File: src/rtl/eccop_opxfer.sv
// ECCOP operand transfer initiator: moves 260-bit operands between a wide command port
// and the 64-row operand memory's 32-bit slave port (8 lane writes, or 1 row read + 9 fetches).
module eccop_opxfer #(
   parameter int WAIT_MAX = 255
) (
   input  logic         clk,
   input  logic         arst,
   input  logic         cmd_valid,
   output logic         cmd_ready,
   input  logic         cmd_wr,
   input  logic [5:0]   cmd_row,
   input  logic [259:0] cmd_wdata,
   output logic         rsp_valid,
   output logic         rsp_err,
   output logic [259:0] rsp_rdata,
   output logic [9:0]   bus_addr,
   output logic [31:0]  bus_wdata,
   output logic         bus_write,
   output logic         bus_read,
   input  logic [31:0]  bus_rdata,
   input  logic         bus_wready
);
   localparam logic [2:0] S_IDLE    = 3'd0;
   localparam logic [2:0] S_WR_LANE = 3'd1;
   localparam logic [2:0] S_RD_ROW  = 3'd2;
   localparam logic [2:0] S_RD_WORD = 3'd3;
   localparam logic [2:0] S_DONE    = 3'd4;

   // The wait counter only ever holds 0..WAIT_MAX-1; reaching the top value aborts.
   localparam int WW = (WAIT_MAX < 2) ? 1 : $clog2(WAIT_MAX);

   logic [2:0]    state_q, state_d;
   logic [5:0]    row_q, row_d;
   logic [255:0]  wdata_q, wdata_d;
   logic [3:0]    k_q, k_d;
   logic [WW-1:0] wait_q, wait_d;
   logic          err_q, err_d;
   logic [255:0]  buf_q, buf_d;
   logic [259:0]  rdata_q, rdata_d;
   logic [31:0]   lane_w [8];

   generate
      for (genvar gi = 0; gi < 8; gi++) begin : g_lane
         assign lane_w[gi] = wdata_q[32*gi +: 32];
      end
   endgenerate

   always_comb begin
      state_d = state_q;
      row_d   = row_q;
      wdata_d = wdata_q;
      k_d     = k_q;
      wait_d  = wait_q;
      err_d   = err_q;
      buf_d   = buf_q;
      rdata_d = rdata_q;
      case (state_q)
         S_IDLE: begin
            if (cmd_valid) begin
               row_d   = cmd_row;
               wdata_d = cmd_wdata[255:0];
               k_d     = 4'd0;
               wait_d  = '0;
               // The slave port cannot store the top nibble; flag it but still write the lanes.
               err_d   = cmd_wr && (cmd_wdata[259:256] != 4'd0);
               state_d = cmd_wr ? S_WR_LANE : S_RD_ROW;
            end
         end
         S_WR_LANE: begin
            if (bus_wready) begin
               wait_d = '0;
               if (k_q == 4'd7) state_d = S_DONE;
               else             k_d     = k_q + 4'd1;
            end else if (wait_q == WW'(WAIT_MAX - 1)) begin
               err_d   = 1'b1;
               state_d = S_DONE;
            end else begin
               wait_d = wait_q + 1'b1;
            end
         end
         S_RD_ROW: begin
            k_d     = 4'd0;
            state_d = S_RD_WORD;
         end
         S_RD_WORD: begin
            if (k_q[3]) begin
               // Result register only changes once the whole operand is assembled.
               rdata_d = {bus_rdata[3:0], buf_q};
               state_d = S_DONE;
            end else begin
               buf_d[{k_q[2:0], 5'd0} +: 32] = bus_rdata;
               k_d = k_q + 4'd1;
            end
         end
         S_DONE:  state_d = S_IDLE;
         default: state_d = S_IDLE;
      endcase
   end

   always_ff @(posedge clk or posedge arst) begin
      if (arst) begin
         state_q <= S_IDLE;
         row_q   <= '0;
         wdata_q <= '0;
         k_q     <= '0;
         wait_q  <= '0;
         err_q   <= 1'b0;
         buf_q   <= '0;
         rdata_q <= '0;
      end else begin
         state_q <= state_d;
         row_q   <= row_d;
         wdata_q <= wdata_d;
         k_q     <= k_d;
         wait_q  <= wait_d;
         err_q   <= err_d;
         buf_q   <= buf_d;
         rdata_q <= rdata_d;
      end
   end

   assign cmd_ready = (state_q == S_IDLE) && !arst;
   assign bus_write = (state_q == S_WR_LANE);
   assign bus_read  = (state_q == S_RD_ROW);
   assign bus_addr  = (bus_write || bus_read || state_q == S_RD_WORD) ? {row_q, k_q} : 10'd0;
   assign bus_wdata = bus_write ? lane_w[k_q[2:0]] : 32'd0;
   assign rsp_valid = (state_q == S_DONE);
   assign rsp_err   = rsp_valid && err_q;
   assign rsp_rdata = rdata_q;
endmodule

File: config.mk
export PLATFORM = sky130hd
export DESIGN_NAME = eccop_opxfer
export DESIGN_NICKNAME = d
export VERILOG_FILES = /design/src/rtl/eccop_opxfer.sv
export SDC_FILE = /design/constraint.sdc
export NUM_CORES = 1
export LEC_CHECK = 0
export CORE_UTILIZATION = 53
export CTS_CLUSTER_DIAMETER = 50
export DETAILED_ROUTE_END_ITERATION = 8
export PLACE_DENSITY = 0.79
export SETUP_SLACK_MARGIN = 0.02
export SYNTH_ARGS = -nofsm -noshare
export SYNTH_HDL_FRONTEND = slang
export SYNTH_SLANG_ARGS = --single-unit
File: constraint.sdc
create_clock -name clk -period 63.7 [get_ports clk]
set_input_delay 12.74 -clock clk [delete_from_list [all_inputs] [get_ports clk]]
set_output_delay 12.74 -clock clk [all_outputs]
set_load 0.1 [all_outputs]
==> impl_metrics.tcl <==
set metrics [dict create \
    wirelength_um 88100 \
    ctsHoldBuffers 0 \
    ios 610 \
    ir_worst_vdd_mv 0.0483 \
    syn_area_sq_mm 0.0321 \
    viasPerCell 5.56 \
    worst_pin_slew_ns 1.17 \
    critical_path_class "in -> out" \
    p_per_area_mw_per_mm2 58.3 \
    syn-instance-count 2552 \
    antenna_left 0 \
    required_ns 50.96 \
    drive_gt1_share_pct 22.9 \
    dp.cells 3814 \
    r2r_slack_ns 58.53 \
    rsz0062_at_grt "false" \
    ff2ff_path_depth 8 \
    yosysWarnings 0 \
    r2r-end "buf_q[133]$_DFFE_PP0P_" \
    post_cts_buffers 0 \
    cts_sinks 794 \
    ys_ff_latch 794 \
    synth_nets 2862 \
    pre_cts_slack_ns 36.19 \
    path_clk_slew_ns 0.06 \
    finalSetupTns_ns 0 \
    cp_max_fo 2 \
    setup_slack_ns 36.16 \
    whs_path_depth 2 \
    wl_per_cell_um 22.2 \
    clock_tree.root_cell "clkbuf_16" \
    final_cells 3977 \
    slowest_stage "clkdlybuf4s50_1" \
    hp-start "buf_q[195]$_DFFE_PP0P_" \
    fp-row-count 89 \
    cts_resized 0 \
    hp-class "reg -> reg" \
    maxSlewViolCount 0 \
    crit_path_end_kind "output port" \
    vias 22113 \
    run_status "complete, no violations" \
    cts_buffers 85 \
    area_delta_synth_final_pct 29.7 \
    dieArea_sq_mm 0.0615 \
    grt_remaining_overflow 0 \
    skew_ns 0.0214 \
    layout_commonest_cell "nand2_1" \
    die_w_um 248 \
    h-tree-depth 3 \
    max-cap-violations 0 \
    yosys.cell_types.count 53 \
    crit_arrival_ns 14.80 \
    r2r-start "k_q[1]$_DFFE_PP0P_" \
    clk_path_buf_depth 3 \
    gp_congestion 0.880 \
    drtIter0Drc 1587 \
    clock_latency_ns 0.61 \
    min_period_ns 27.54 \
    grt_pass1_vias 23130 \
    synth-async-reset-ratio_pct 100 \
    synth_edf_count 0 \
    crit_chain "clkdlybuf4s50_1, nor4_1, clkdlybuf4s50_1" \
    yosysSeqAreaShare_pct 61.9 \
    drc 0 \
    cts_tree "done" \
    critPathTopFamily "buffers and inverters" \
    max_freq_mhz 36.3 \
    final_nets 3438 \
    worst_hold_slack_ns 0.444 \
    grt_start_max_net_pins 231 \
    holdPathEnd "rsp_rdata[195]$_DFFE_PP0P_" \
    finalPower_mw 2.43 \
    synth_flop_cell "dfrtp_1" \
    antenna_found_initial 23 \
    crit_path_frequent_cell "clkdlybuf4s50_1" \
    grt_use_total_pct 29.0 \
    final_cell_mix "853 x nand2_1, 792 x dfrtp_1, 609 x clkdlybuf4s50_1, 493 x mux2_2, 86 x clkbuf_16" \
    period_share_pct 43.2 \
    detailedPlacementHpwl_um 59000 \
    postSynthAreaPerCell_sq_um 12.6 \
    start_util_pct 54.0 \
    grt_pass1_wl_um 134000 \
    dr.pass1.iters 5 \
    die_h_um 248 \
    portBuffers 609 \
    relSlewSlack_pct 21.4 \
    start_kind "input port" \
    fp.coreArea_sq_mm 0.0594 \
    finalHoldViolations 0 \
    crit_buf_inv 2 \
    leakage_nw 19.1 \
    cp_slowest_stage_delay_ns 1.21 \
    setup_violations 0 \
]
registers in the layout, indices dropped and copies added (netlist names):
name,flops
row_q,6
rsp_rdata,260
k_q,4
wdata_q,256
err_q,1
state_q,3
wait_q,8
buf_q,256
through the flow:
| stage | area [sq um] | utilization [%] |
|---|---|---|
| after global routing | 41600 | 70.1 |
| after floorplan | 32100 | - |
| after CTS | 41600 | 70.0 |
| final | 41600 | 70.1 |
| after detailed placement | 38800 | 65.3 |
| after global placement | 38800 | 65.3 |
cell type report:
| type | count | area [sq um] |
|---|---|---|
| Sequential cell | 794 | 19900 |
| Clock buffer | 115 | 2420 |
| Clock inverter | 29 | 390 |
| Antenna cell | 19 | 47.5 |
| Tap cell | 773 | 967 |
| Multi-Input combinational cell | 1592 | 11500 |
| Timing Repair Buffer | 635 | 6330 |
| Fill cell | 4076 | 17700 |
| Inverter | 20 | 82.6 |
cells in the mapped netlist (2+ instances only):
library cell,instances,area (sq um)
mux4_2,64,1440
a21boi_1,3,22.5
o31ai_1,2,15.0
nor4_1,3,18.8
inv_1,19,71.3
o41ai_1,2,17.5
nand4_1,3,18.8
ha_1,7,87.6
nor3_1,10,50.1
mux2_1,13,146
buf_2,77,385
dfrtp_1,794,19900
nand2_1,853,3200
or3_1,2,12.5
nor2b_1,3,18.8
clkbuf_1,60,225
o211ai_1,2,15.0
nor4b_4,2,47.6
nand4b_1,2,17.5
o22ai_1,2,12.5
o21ai_0,18,90.1
buf_4,5,37.5
mux2i_1,3,30.0
mux2_2,493,5550
nor2_1,12,45.0
buf_1,3,11.3
and2_1,8,50.1
nand3_1,20,100
nand2b_1,4,25.0
a21oi_1,38,190
nor4_4,3,63.8
worst reg2reg max path, stage by stage, from the launching register on:
cell      delay [ns]
dfrtp_2         0.38
buf_4           0.78
inv_1           0.32
ha_1            0.30
ha_1            0.57
nand2b_1        0.21
nor2_2          0.76
nand3_2         1.02
mux2_1          0.70
report_power, final:
group | total [mW] | switching, mW | internal, mW | leakage, nW
clock | 0.495 | 0.200 | 0.295 | 1.38
combinational | 1.10 | 0.749 | 0.348 | 7.66
sequential | 0.836 | 0.130 | 0.706 | 10.0
total | 2.43 | 1.08 | 1.35 | 19.1
worst max-delay path by stage:
stage	start	to	depth (start not counted)
after global routing	arst	cmd_ready	3
after CTS	arst	cmd_ready	3
final	arst	cmd_ready	3
after floorplan	arst	buf_q[0]$_DFFE_PP0P_	1
after detailed placement	arst	cmd_ready	3
after global placement	arst	cmd_ready	3
logic make-up after synthesis:
logic type,after synthesis,synth area share (%)
DFF,794,61.9
AOI/OAI and AO/OA,73,1.27
xor gates and xnor gates,1,0.0273
muxes,573,22.4
adders and majority gates,7,0.273
and+or+nand+nor,938,11.8
buffers and inverters,166,2.32
metal layers:
metal  global-route usage (%)  part of all wire (%)  vias to the layer above
met4                     18.1                   6.3                        6
li1                         -                     -                     9746
met2                     47.3                    49                      888
met5                        0                 0.042                        -
met1                     34.6                    37                    11232
met3                     7.33                   7.8                      241
Power figures use the tool's default switching activity.
